**src/rtl/io_trap_ctrl_pkg.sv**
```systemverilog
// Shared types and constants for the MegaMapper I/O trap sequencer.
// Port groups are the upper address nibble; one trap_map bit per group.
package io_trap_ctrl_pkg;

    localparam int GRP_W           = 4;
    localparam int NUM_GRPS        = 1 << GRP_W;
    localparam int DEF_NMI_CYCLES  = 8;
    localparam int DEF_SYNC_STAGES = 2;

    typedef enum logic [2:0] {
        ST_USER   = 3'd0,
        ST_PEND   = 3'd1,
        ST_NMI    = 3'd2,
        ST_SUPER  = 3'd3,
        ST_UNTRAP = 3'd4
    } state_t;

    typedef struct packed {
        logic [7:0] port;
        logic [7:0] data;
        logic       dir;
    } trap_rec_t;

    function automatic logic [GRP_W-1:0] port_group(input logic [7:0] a);
        return a[7 -: GRP_W];
    endfunction

endpackage

```
**src/rtl/io_trap_ctrl_if.sv**
```systemverilog
// CPU bus, decoder and mapper-facing signals of the I/O trap sequencer.
// master = bus sampler/decoder side, slave = the trap controller.
interface io_trap_ctrl_if;
    import io_trap_ctrl_pkg::*;

    logic                iorq_n;
    logic                m1_n;
    logic [7:0]          addr;
    logic [7:0]          data_in;
    logic                io_direction;
    logic                new_isr;
    logic                last_isr_untrap;
    logic [NUM_GRPS-1:0] trap_map;
    logic                trap_en;
    logic                nmi_n;
    logic                super_mode;
    logic                ignore_next_isr;
    logic [7:0]          trap_port;
    logic [7:0]          trap_data;
    logic                trap_dir;
    logic                trap_busy;

    modport master (
        output iorq_n, m1_n, addr, data_in, io_direction, new_isr, last_isr_untrap,
               trap_map, trap_en,
        input  nmi_n, super_mode, ignore_next_isr, trap_port, trap_data, trap_dir, trap_busy
    );

    modport slave (
        input  iorq_n, m1_n, addr, data_in, io_direction, new_isr, last_isr_untrap,
               trap_map, trap_en,
        output nmi_n, super_mode, ignore_next_isr, trap_port, trap_data, trap_dir, trap_busy
    );

endinterface

```
**src/rtl/io_trap_ctrl_bus_sync.sv**
```systemverilog
// Synchroniser for an async bus strobe plus registered change detect.
// Latency: lvl/chg appear STAGES+1 clks after the pin edge; no backpressure.
module io_trap_ctrl_bus_sync #(
    parameter int   STAGES  = 2,
    parameter logic RST_VAL = 1'b1
) (
    input  logic clk,
    input  logic rst,
    input  logic din,
    output logic lvl,
    output logic chg
);

    logic [STAGES-1:0] chain_q, chain_d;
    logic              last_q, last_d;
    logic              chg_q, chg_d;

    always_comb begin
        chain_d[0] = din;
        for (int i = 1; i < STAGES; i++) begin
            chain_d[i] = chain_q[i-1];
        end
        last_d = chain_q[STAGES-1];
        // lvl and chg are registered together so chg marks the cycle lvl takes its new value
        chg_d  = last_q ^ chain_q[STAGES-1];
    end

    always_ff @(posedge clk) begin
        if (rst) begin
            chain_q <= {STAGES{RST_VAL}};
            last_q  <= RST_VAL;
            chg_q   <= 1'b0;
        end else begin
            chain_q <= chain_d;
            last_q  <= last_d;
            chg_q   <= chg_d;
        end
    end

    assign lvl = last_q;
    assign chg = chg_q;

endmodule

```
**src/rtl/io_trap_ctrl.sv**
```systemverilog
// Traps user-mode Z80 IN/OUT cycles via a per-group map, pulses NMI and selects supervisor mode until RETN.
// Latency: NMI starts SYNC_STAGES+2 clks after the trapped IORQ ends; no backpressure (extra I/O while busy is dropped).
module io_trap_ctrl
    import io_trap_ctrl_pkg::*;
#(
    parameter int NMI_CYCLES  = DEF_NMI_CYCLES,
    parameter int SYNC_STAGES = DEF_SYNC_STAGES
) (
    input  logic          clk,
    input  logic          rst,
    io_trap_ctrl_if.slave bus
);

    localparam int             CNT_W    = $clog2(NMI_CYCLES + 1);
    localparam logic [CNT_W-1:0] CNT_LOAD = CNT_W'(NMI_CYCLES - 1);

    logic iorq_lvl, iorq_chg, m1_lvl, m1_chg;
    logic io_start, iorq_rise, m1_rise, hit;

    state_t          state_q, state_d;
    logic [CNT_W-1:0] cnt_q, cnt_d;
    logic            m1_seen_q, m1_seen_d;
    trap_rec_t       trap_q, trap_d;
    logic            nmi_n_q, nmi_n_d;
    logic            super_q, super_d;
    logic            ignore_q, ignore_d;
    logic            busy_q, busy_d;

    io_trap_ctrl_bus_sync #(.STAGES(SYNC_STAGES), .RST_VAL(1'b1)) u_iorq_sync (
        .clk (clk),
        .rst (rst),
        .din (bus.iorq_n),
        .lvl (iorq_lvl),
        .chg (iorq_chg)
    );

    io_trap_ctrl_bus_sync #(.STAGES(SYNC_STAGES), .RST_VAL(1'b1)) u_m1_sync (
        .clk (clk),
        .rst (rst),
        .din (bus.m1_n),
        .lvl (m1_lvl),
        .chg (m1_chg)
    );

    // IORQ with M1 low is an interrupt acknowledge, never a port access
    assign io_start  = iorq_chg & ~iorq_lvl & m1_lvl;
    assign iorq_rise = iorq_chg & iorq_lvl;
    assign m1_rise   = m1_chg & m1_lvl;
    assign hit       = io_start & bus.trap_en & bus.trap_map[port_group(bus.addr)]
                     & (state_q == ST_USER);

    always_comb begin
        state_d   = state_q;
        cnt_d     = cnt_q;
        m1_seen_d = m1_seen_q;
        trap_d    = trap_q;
        case (state_q)
            ST_USER: begin
                m1_seen_d = 1'b0;
                if (hit) begin
                    trap_d  = '{port: bus.addr, data: bus.data_in, dir: bus.io_direction};
                    state_d = ST_PEND;
                end
            end
            ST_PEND: begin
                if (iorq_rise) begin
                    cnt_d   = CNT_LOAD;
                    state_d = ST_NMI;
                end
            end
            ST_NMI: begin
                if (cnt_q == '0) state_d = ST_SUPER;
                else             cnt_d   = cnt_q - CNT_W'(1);
            end
            ST_SUPER: begin
                m1_seen_d = 1'b0;
                if (bus.last_isr_untrap) state_d = ST_UNTRAP;
            end
            ST_UNTRAP: begin
                // only an M1 that ends after RETN was reported belongs to the next instruction
                if (m1_rise) m1_seen_d = 1'b1;
                if (bus.new_isr && (m1_rise || m1_seen_q)) state_d = ST_USER;
            end
            default: state_d = ST_USER;
        endcase

        nmi_n_d  = (state_d != ST_NMI);
        super_d  = (state_d == ST_NMI) || (state_d == ST_SUPER) || (state_d == ST_UNTRAP);
        ignore_d = (state_d == ST_NMI);
        busy_d   = (state_d != ST_USER);
    end

    always_ff @(posedge clk) begin
        if (rst) begin
            state_q   <= ST_USER;
            cnt_q     <= '0;
            m1_seen_q <= 1'b0;
            trap_q    <= '0;
            nmi_n_q   <= 1'b1;
            super_q   <= 1'b0;
            ignore_q  <= 1'b0;
            busy_q    <= 1'b0;
        end else begin
            state_q   <= state_d;
            cnt_q     <= cnt_d;
            m1_seen_q <= m1_seen_d;
            trap_q    <= trap_d;
            nmi_n_q   <= nmi_n_d;
            super_q   <= super_d;
            ignore_q  <= ignore_d;
            busy_q    <= busy_d;
        end
    end

    assign bus.nmi_n           = nmi_n_q;
    assign bus.super_mode      = super_q;
    assign bus.ignore_next_isr = ignore_q;
    assign bus.trap_port       = trap_q.port;
    assign bus.trap_data       = trap_q.data;
    assign bus.trap_dir        = trap_q.dir;
    assign bus.trap_busy       = busy_q;

endmodule

```
**src/flat_wrapper.sv**
```systemverilog
// flat-port wrapper written by rule: the top's interface ports become plain ports
module io_trap_ctrl_flat import io_trap_ctrl_pkg::*;
#(
    parameter int NMI_CYCLES  = DEF_NMI_CYCLES,
    parameter int SYNC_STAGES = DEF_SYNC_STAGES
)
  (clk, rst, bus_iorq_n, bus_m1_n, bus_addr, bus_data_in, bus_io_direction, bus_new_isr, bus_last_isr_untrap, bus_trap_map, bus_trap_en, bus_nmi_n, bus_super_mode, bus_ignore_next_isr, bus_trap_port, bus_trap_data, bus_trap_dir, bus_trap_busy);
  io_trap_ctrl_if bus_i ();
  input  logic clk;
  input  logic rst;
  input wire logic [$bits(bus_i.iorq_n)-1:0] bus_iorq_n;
  input wire logic [$bits(bus_i.m1_n)-1:0] bus_m1_n;
  input wire logic [$bits(bus_i.addr)-1:0] bus_addr;
  input wire logic [$bits(bus_i.data_in)-1:0] bus_data_in;
  input wire logic [$bits(bus_i.io_direction)-1:0] bus_io_direction;
  input wire logic [$bits(bus_i.new_isr)-1:0] bus_new_isr;
  input wire logic [$bits(bus_i.last_isr_untrap)-1:0] bus_last_isr_untrap;
  input wire logic [$bits(bus_i.trap_map)-1:0] bus_trap_map;
  input wire logic [$bits(bus_i.trap_en)-1:0] bus_trap_en;
  output wire logic [$bits(bus_i.nmi_n)-1:0] bus_nmi_n;
  output wire logic [$bits(bus_i.super_mode)-1:0] bus_super_mode;
  output wire logic [$bits(bus_i.ignore_next_isr)-1:0] bus_ignore_next_isr;
  output wire logic [$bits(bus_i.trap_port)-1:0] bus_trap_port;
  output wire logic [$bits(bus_i.trap_data)-1:0] bus_trap_data;
  output wire logic [$bits(bus_i.trap_dir)-1:0] bus_trap_dir;
  output wire logic [$bits(bus_i.trap_busy)-1:0] bus_trap_busy;
  assign bus_i.iorq_n = bus_iorq_n;
  assign bus_i.m1_n = bus_m1_n;
  assign bus_i.addr = bus_addr;
  assign bus_i.data_in = bus_data_in;
  assign bus_i.io_direction = bus_io_direction;
  assign bus_i.new_isr = bus_new_isr;
  assign bus_i.last_isr_untrap = bus_last_isr_untrap;
  assign bus_i.trap_map = bus_trap_map;
  assign bus_i.trap_en = bus_trap_en;
  assign bus_nmi_n = bus_i.nmi_n;
  assign bus_super_mode = bus_i.super_mode;
  assign bus_ignore_next_isr = bus_i.ignore_next_isr;
  assign bus_trap_port = bus_i.trap_port;
  assign bus_trap_data = bus_i.trap_data;
  assign bus_trap_dir = bus_i.trap_dir;
  assign bus_trap_busy = bus_i.trap_busy;
  io_trap_ctrl #(.NMI_CYCLES(NMI_CYCLES), .SYNC_STAGES(SYNC_STAGES)) u_core (.clk(clk), .rst(rst), .bus(bus_i));
endmodule
```
**config.mk**
```make
export PLATFORM = sky130hd
export DESIGN_NAME = io_trap_ctrl_flat
export DESIGN_NICKNAME = d
export VERILOG_FILES = /design/src/rtl/io_trap_ctrl_pkg.sv /design/src/rtl/io_trap_ctrl_if.sv /design/src/rtl/io_trap_ctrl_bus_sync.sv /design/src/rtl/io_trap_ctrl.sv /design/src/flat_wrapper.sv
export SDC_FILE = /design/constraint.sdc
export NUM_CORES = 1
export LEC_CHECK = 0
export BUFFER_PORTS_ARGS = -buffer_cell sky130_fd_sc_hd__buf_2
export CORE_MARGIN = 2
export CORE_UTILIZATION = 30
export DETAILED_ROUTE_END_ITERATION = 8
export GPL_TIMING_DRIVEN = 0
export PLACE_DENSITY_LB_ADDON = 0.15
export SYNTH_ARGS = -nofsm -noshare
export SYNTH_HDL_FRONTEND = slang
export SYNTH_SLANG_ARGS = --single-unit
```
**constraint.sdc**
```tcl
create_clock -name clk -period 1.6 [get_ports clk]
set_input_delay 0.24 -clock clk [delete_from_list [all_inputs] [get_ports clk]]
set_output_delay 0.24 -clock clk [all_outputs]
set_load 0.01 [all_outputs]
```
Word level (Yosys, flattened, before mapping). Cells that the tools add are included.

$add $sub $neg: 1. Magnitude comparators: 1. Equality and inequality tests: 11. Multiplexer cells: 13. Bitwise gates (word level): 10. Reductions and logical operators: 13.

Operator list (count): 3-bit 2-to-1 mux (5); 3-bit one-hot mux with 5 select lines (1); 3-bit by 2-bit equality test with 1-bit output, second input constant (4); 4-bit 2-to-1 mux (2); 4-bit one-hot mux with 2 select lines (1); 1-bit AND (7); 3-bit equality test, second input constant (2); 4-bit by 5-bit < comparator with 1-bit output, second input constant (1); 1-bit binary-select mux with 4-bit select (1); 4-bit logical NOT (1); 2-bit by 1-bit inequality test with 1-bit output, second input constant (2); 2-bit AND reduction (2); 2-bit nonzero test (2); 4-bit by 1-bit subtractor with 4-bit output, second input constant (1); 3-bit by 1-bit equality test with 1-bit output, second input constant (1); 3-bit logical NOT (1); 1-bit logical OR (3); 3-bit by 2-bit inequality test with 1-bit output, second input constant (1); 3-bit AND reduction (1); 3-bit nonzero test (1); 1-bit 2-to-1 mux (2); 2-bit inequality test, second input constant (1); 1-bit one-hot mux with 2 select lines (1); 2-bit OR reduction (1); 3 further kinds (4).

Bits in registers: 37. Input port bits: 40. Output and inout bits: 21. Word-level logic and storage cells: 65.

Logic depth before layout (Yosys ltp).
Depth in word-level cells: 11. Mapped depth: 7. Mapped depth without buffers: 7.

By module. Synthesis repeated with hierarchy kept, for this count alone.

Cells, all modules: 179. Area total of the unflattened synthesis: 1707.9 um^2.

Modules (own cells, without submodules): io_trap_ctrl (times used 1, cells an instance 161, area each 1485.2 um^2, seq. area each 580.6 um^2); io_trap_ctrl_bus_sync (times used 2, cells an instance 9, area each 111.4 um^2, seq. area each 80.1 um^2).

Worst setup path after synthesis. Ideal clock, no wire load.

Path kind: reg-to-reg. Start: register u_core.cnt_q[0]. End: register u_core.cnt_q[3]. Library setup time: 0.078 ns. Arrival: 1.516 ns. Data required time: 1.522 ns. Setup slack: 0.006 ns. Cell stages (with the launch flop): 8. Path buffers: 0. Clock period less this slack: 1.594 ns. Cells stage by stage: dfxtp_1 -> inv_1 -> ha_1 -> nor3b_1 -> nor4b_2 -> nand2_1 -> xor2_1 -> nor3_1.

Word-level cells in the longest chain between the ends: 3. Elaborated cells between the ends (all ways): 6. Those cells by class: add/sub (1); eq/ne (1); mux (2); reduce/logical (2).

RTL lines: start, declared (RTL line io_trap_ctrl.sv:21) `logic [CNT_W-1:0] cnt_q, cnt_d;`; start signal, assigned (RTL line io_trap_ctrl.sv:105) `cnt_q <= cnt_d;`; 4-bit by 1-bit subtractor with 4-bit output / 4-bit logical NOT (equally long branches) (RTL line io_trap_ctrl.sv:73, io_trap_ctrl.sv:72); 4-bit 2-to-1 mux / 2-bit inequality test (equally long branches); 4-bit one-hot mux with 2 select lines / 3-bit AND reduction (equally long branches).

Parallel ways exist; a longest one is shown, timed or not. The select of a mux whose other input is x is not followed. A chain may end at the register's enable or synchronous reset.

Final worst setup path.
Start: register u_core.state_q[2]. End: register u_core.busy_q (netlist: u_core.bus.trap_busy).

Word-level cells in the longest chain between the ends: 5. Elaborated cells between the ends (all ways): 13. Those cells by class: eq/ne (4); mux (6); bitwise (1); reduce/logical (2).

RTL lines: start, declared (RTL line io_trap_ctrl.sv:20) `state_t state_q, state_d;`; start signal, assigned (RTL line io_trap_ctrl.sv:104) `state_q <= state_d;`; 3-bit logical NOT (RTL line io_trap_ctrl.sv:50, io_trap_ctrl.sv:57); 1-bit AND (RTL line io_trap_ctrl.sv:50) `& (state_q == ST_USER);`; 3-bit 2-to-1 mux (RTL line io_trap_ctrl.sv:60) `if (hit) begin`; 3-bit one-hot mux with 5 select lines (*) (RTL line io_trap_ctrl.sv:57) `case (state_q)`; 3-bit nonzero test (*) (RTL line io_trap_ctrl.sv:90) `busy_d = (state_d != ST_USER);`; end signal, assigned (RTL line io_trap_ctrl.sv:111) `busy_q <= busy_d;`; end, declared (RTL line io_trap_ctrl.sv:27) `logic busy_q, busy_d;`.

Every way passes the cells marked *; elsewhere a longest branch is shown, timed or not.

==> results.md <==
- Status: finished, violations left
- Failing checks: setup timing
- RSZ-0062 raised after global routing: true
- Synthesized area: 1710 um^2
- CTS tree: yes
- Port bufs: 59
- Slew HR: 64.1%
- Clock tree buffer depth: 2
- Antenna violations before repair: 0
- Max FO, Critical Path: 5
- R2r setup slk: -0.003 ns
- CTS Sinks: 37
- Vias: 1430
- Pin count of the biggest net entering global routing: 13
- Synthesized Nets: 213
- Antenna Cells: 0
- Congestion Overflow GR: 0
- Area Growth Syn to Fin: 40.8%
- Power Total: 1.93 mW
- FP Rows: 27
- Worst Setup EP: u_core.bus.trap_busy
- Vias in the first global route: 1474
- CP endpoint kind: flip-flop
- Synth Warn #: 0
- DP Area: 2090 um^2
- Commonest cells after routing, fill and taps aside: buf_2 (61), nand2b_1 (32), dfxtp_1 (32)
- Pwr dens: 802 nW/um^2
- Final setup violation count: 1
- Period utilisation layout: 100%
- H-tree Lvls: 2
- Number of buffers created by CTS: 5
- Clock skew: 0.00593 ns
- Vias per cell: 4.45
- Lkg Pwr: 1.12 nW
- Hold buffers post-CTS: 0
- DP Wirelength: 2750 um
- Gpl congestion: 0.717
- Hold WC Path Type: in -> reg
- WHS: 0.125 ns
- FF+latch count, synth: 37
- CORE AREA: 5510 um^2
- Worst EP required: 1.80 ns
- Final Hold Viols: 0
- Worst slack at placement: -0.209 ns
- Fin Setup TNS: -0.00304 ns
- CTS clk-pin slew, worst paths: 0.08 ns
- Post-Syn Instances: 172
- Synth cell types: 34
- R2R depth: 6
- Avg WL per Cell: 12.2 um
- Number of top-level pins: 61
- Final Max Slew Viols: 0
- Worst Tran Pin Value: 0.538 ns
- Root Driver: clkbuf_8
- Drt drc: 0
- Fin crit period: 1.60 ns
- Max Clk Rate: 624 MHz
- Most common cell after layout, fill and taps aside: buf_2
- Layout cells sized above 1: 43.8%
- Post-route setup slack: -0.00304 ns
- Worst Path Arrival: 1.81 ns
- Max-cap violations: 0
- Final Instance Area: 2400 um^2
- Setup Crit Path Kind: reg -> reg
- First-pass GRT wire length: 6640 um
- Post-synthesis sequential area ratio: 43.4%
- Die ar.: 6310 um^2
- Final net count: 289
- Startpoint types: flip-flop
- Initial Utilization: 31.0%
- ANT nets after route: 0
- Pre-antenna DRT Iters: 4
- Max IR drop VDD: 335 uV
- DR iter-0 viols: 20
- Number of fill cells in the layout: 557
- Critical Path Start: u_core.state_q[2]
- Syn_area_per_cell: 9.92 um^2
- R2R Path End: u_core.bus.trap_busy
- GRT Util Overall: 13.4%
- Die Height: 79.4 um
- Die W: 79.4 um
- R2R Path Start: u_core.state_q[2]
- Final wirelength: 3920 um
- Clock Latency Late Sink: 0.29 ns
## power breakdown
| group | leakage, nW | internal (mW) | total, mW | switching [mW] |
|---|---|---|---|---|
| combinational | 0.763 | 0.0832 | 0.144 | 0.0611 |
| sequential | 0.301 | 0.926 | 0.930 | 0.00377 |
| clock | 0.0574 | 0.507 | 0.852 | 0.346 |
| total | 1.12 | 1.52 | 1.93 | 0.410 |
## critical path: stages, from the launching register on
cell       delay, ns
dfxtp_4         0.35
nor4bb_4        0.27
and3_4          0.24
o2111ai_4       0.11
and2_4          0.22
buf_12          0.14
a311oi_2        0.18
## cell families after synthesis
kind of cell | count (synthesis) | share of synthesized area [%]
fa+ha+maj | 1 | 0.733
flops | 37 | 43.4
compound gates | 17 | 6.74
buf+inv | 16 | 5.72
xor+xnor | 5 | 2.57
mux | 22 | 14.4
simple gates | 74 | 26.5
## synthesized netlist by cell type, drive strengths merged
cell type	number	area share, %
a211oi	2	0.88
a21oi	8	2.3
a22oi	2	0.88
a311oi	1	0.88
and2	1	0.51
and3	3	1.1
buf	5	3.3
clkbuf	5	1.1
dfxtp	37	43
ha	1	0.73
inv	6	1.3
mux2i	20	12
mux4	2	2.6
nand2	6	1.3
nand2b	32	12
nand3	2	0.59
nand3b	1	0.44
nand4b	2	1.0
nor2	6	1.3
nor2b	3	1.1
nor3	5	1.5
nor3b	1	0.44
nor4b	3	1.9
nor4bb	1	0.59
o2111ai	1	0.88
o21ai	3	0.88
or2	7	2.6
or3	1	0.37
xnor2	2	1.0
xor2	3	1.5
## what timing repair did
item / in CTS / in global routing
pin swaps: 10 / 8
gates cloned: 0 / 1
setup buffers: 9 / 2
gates resized for setup: 17 / 7
hold endpoints to repair: 0 / 0
endpoints found under the setup margin: 24 / 25
## how the worst min path moves through the flow
| stage | startpoint | end | slack, ns | depth (start not counted) |
|---|---|---|---|---|
| after global placement | u_core.u_m1_sync.chain_q[0] | u_core.u_m1_sync.chain_q[1] | 0.39 | 1 |
| after global routing | bus_iorq_n | u_core.u_iorq_sync.chain_q[0] | 0.12 | 2 |
| final | bus_m1_n | u_core.u_m1_sync.chain_q[0] | 0.12 | 2 |
| after detailed placement | u_core.u_iorq_sync.chain_q[0] | u_core.u_iorq_sync.chain_q[1] | 0.39 | 1 |
| after floorplan | rst | u_core.state_q[1] | 0.34 | 1 |
| after CTS | bus_m1_n | u_core.u_m1_sync.chain_q[0] | 0.12 | 2 |
## state kept, by name, summed over array words and instances, names as in the netlist, 2 cells and up
name,cells
u_core.bus.trap_data,8
u_core.bus.trap_port,8
u_core.cnt_q,4
u_core.state_q,3
u_core.u_iorq_sync.chain_q,2
u_core.u_m1_sync.chain_q,2
## metrics by stage
stage | util, % | std cells
2_1_floorplan | - | 172
3_3_place_gp | 38.0 | 303
3_5_place_dp | 38.0 | 303
4_1_cts | 42.5 | 320
5_1_grt | 43.6 | 321
6_report | 43.6 | 321
## routing by layer
layer  part of all wire [%]  wire length, um  GRT usage (%)  vias to the layer above
met4                    1.7               66           4.66                        0
met2                     49             1910           23.1                       34
li1                       -                -              -                      735
met1                     44             1730           16.0                      655
met3                    5.1              201           3.73                        6
met5                      0                0              0                        -
## final cells by class
class,count,area (um^2),area share [%]
repair buffers,69,392,16.3
flip-flops and latches,37,752,31.3
multi-input cells,119,946,39.4
inverters,6,22.5,0.938
clock buffers,6,82.6,3.44
well taps,72,90.1,3.75
plain buffers,10,80.1,3.33
clock inverters,2,37.5,1.56
Power figures use the tool's default switching activity.
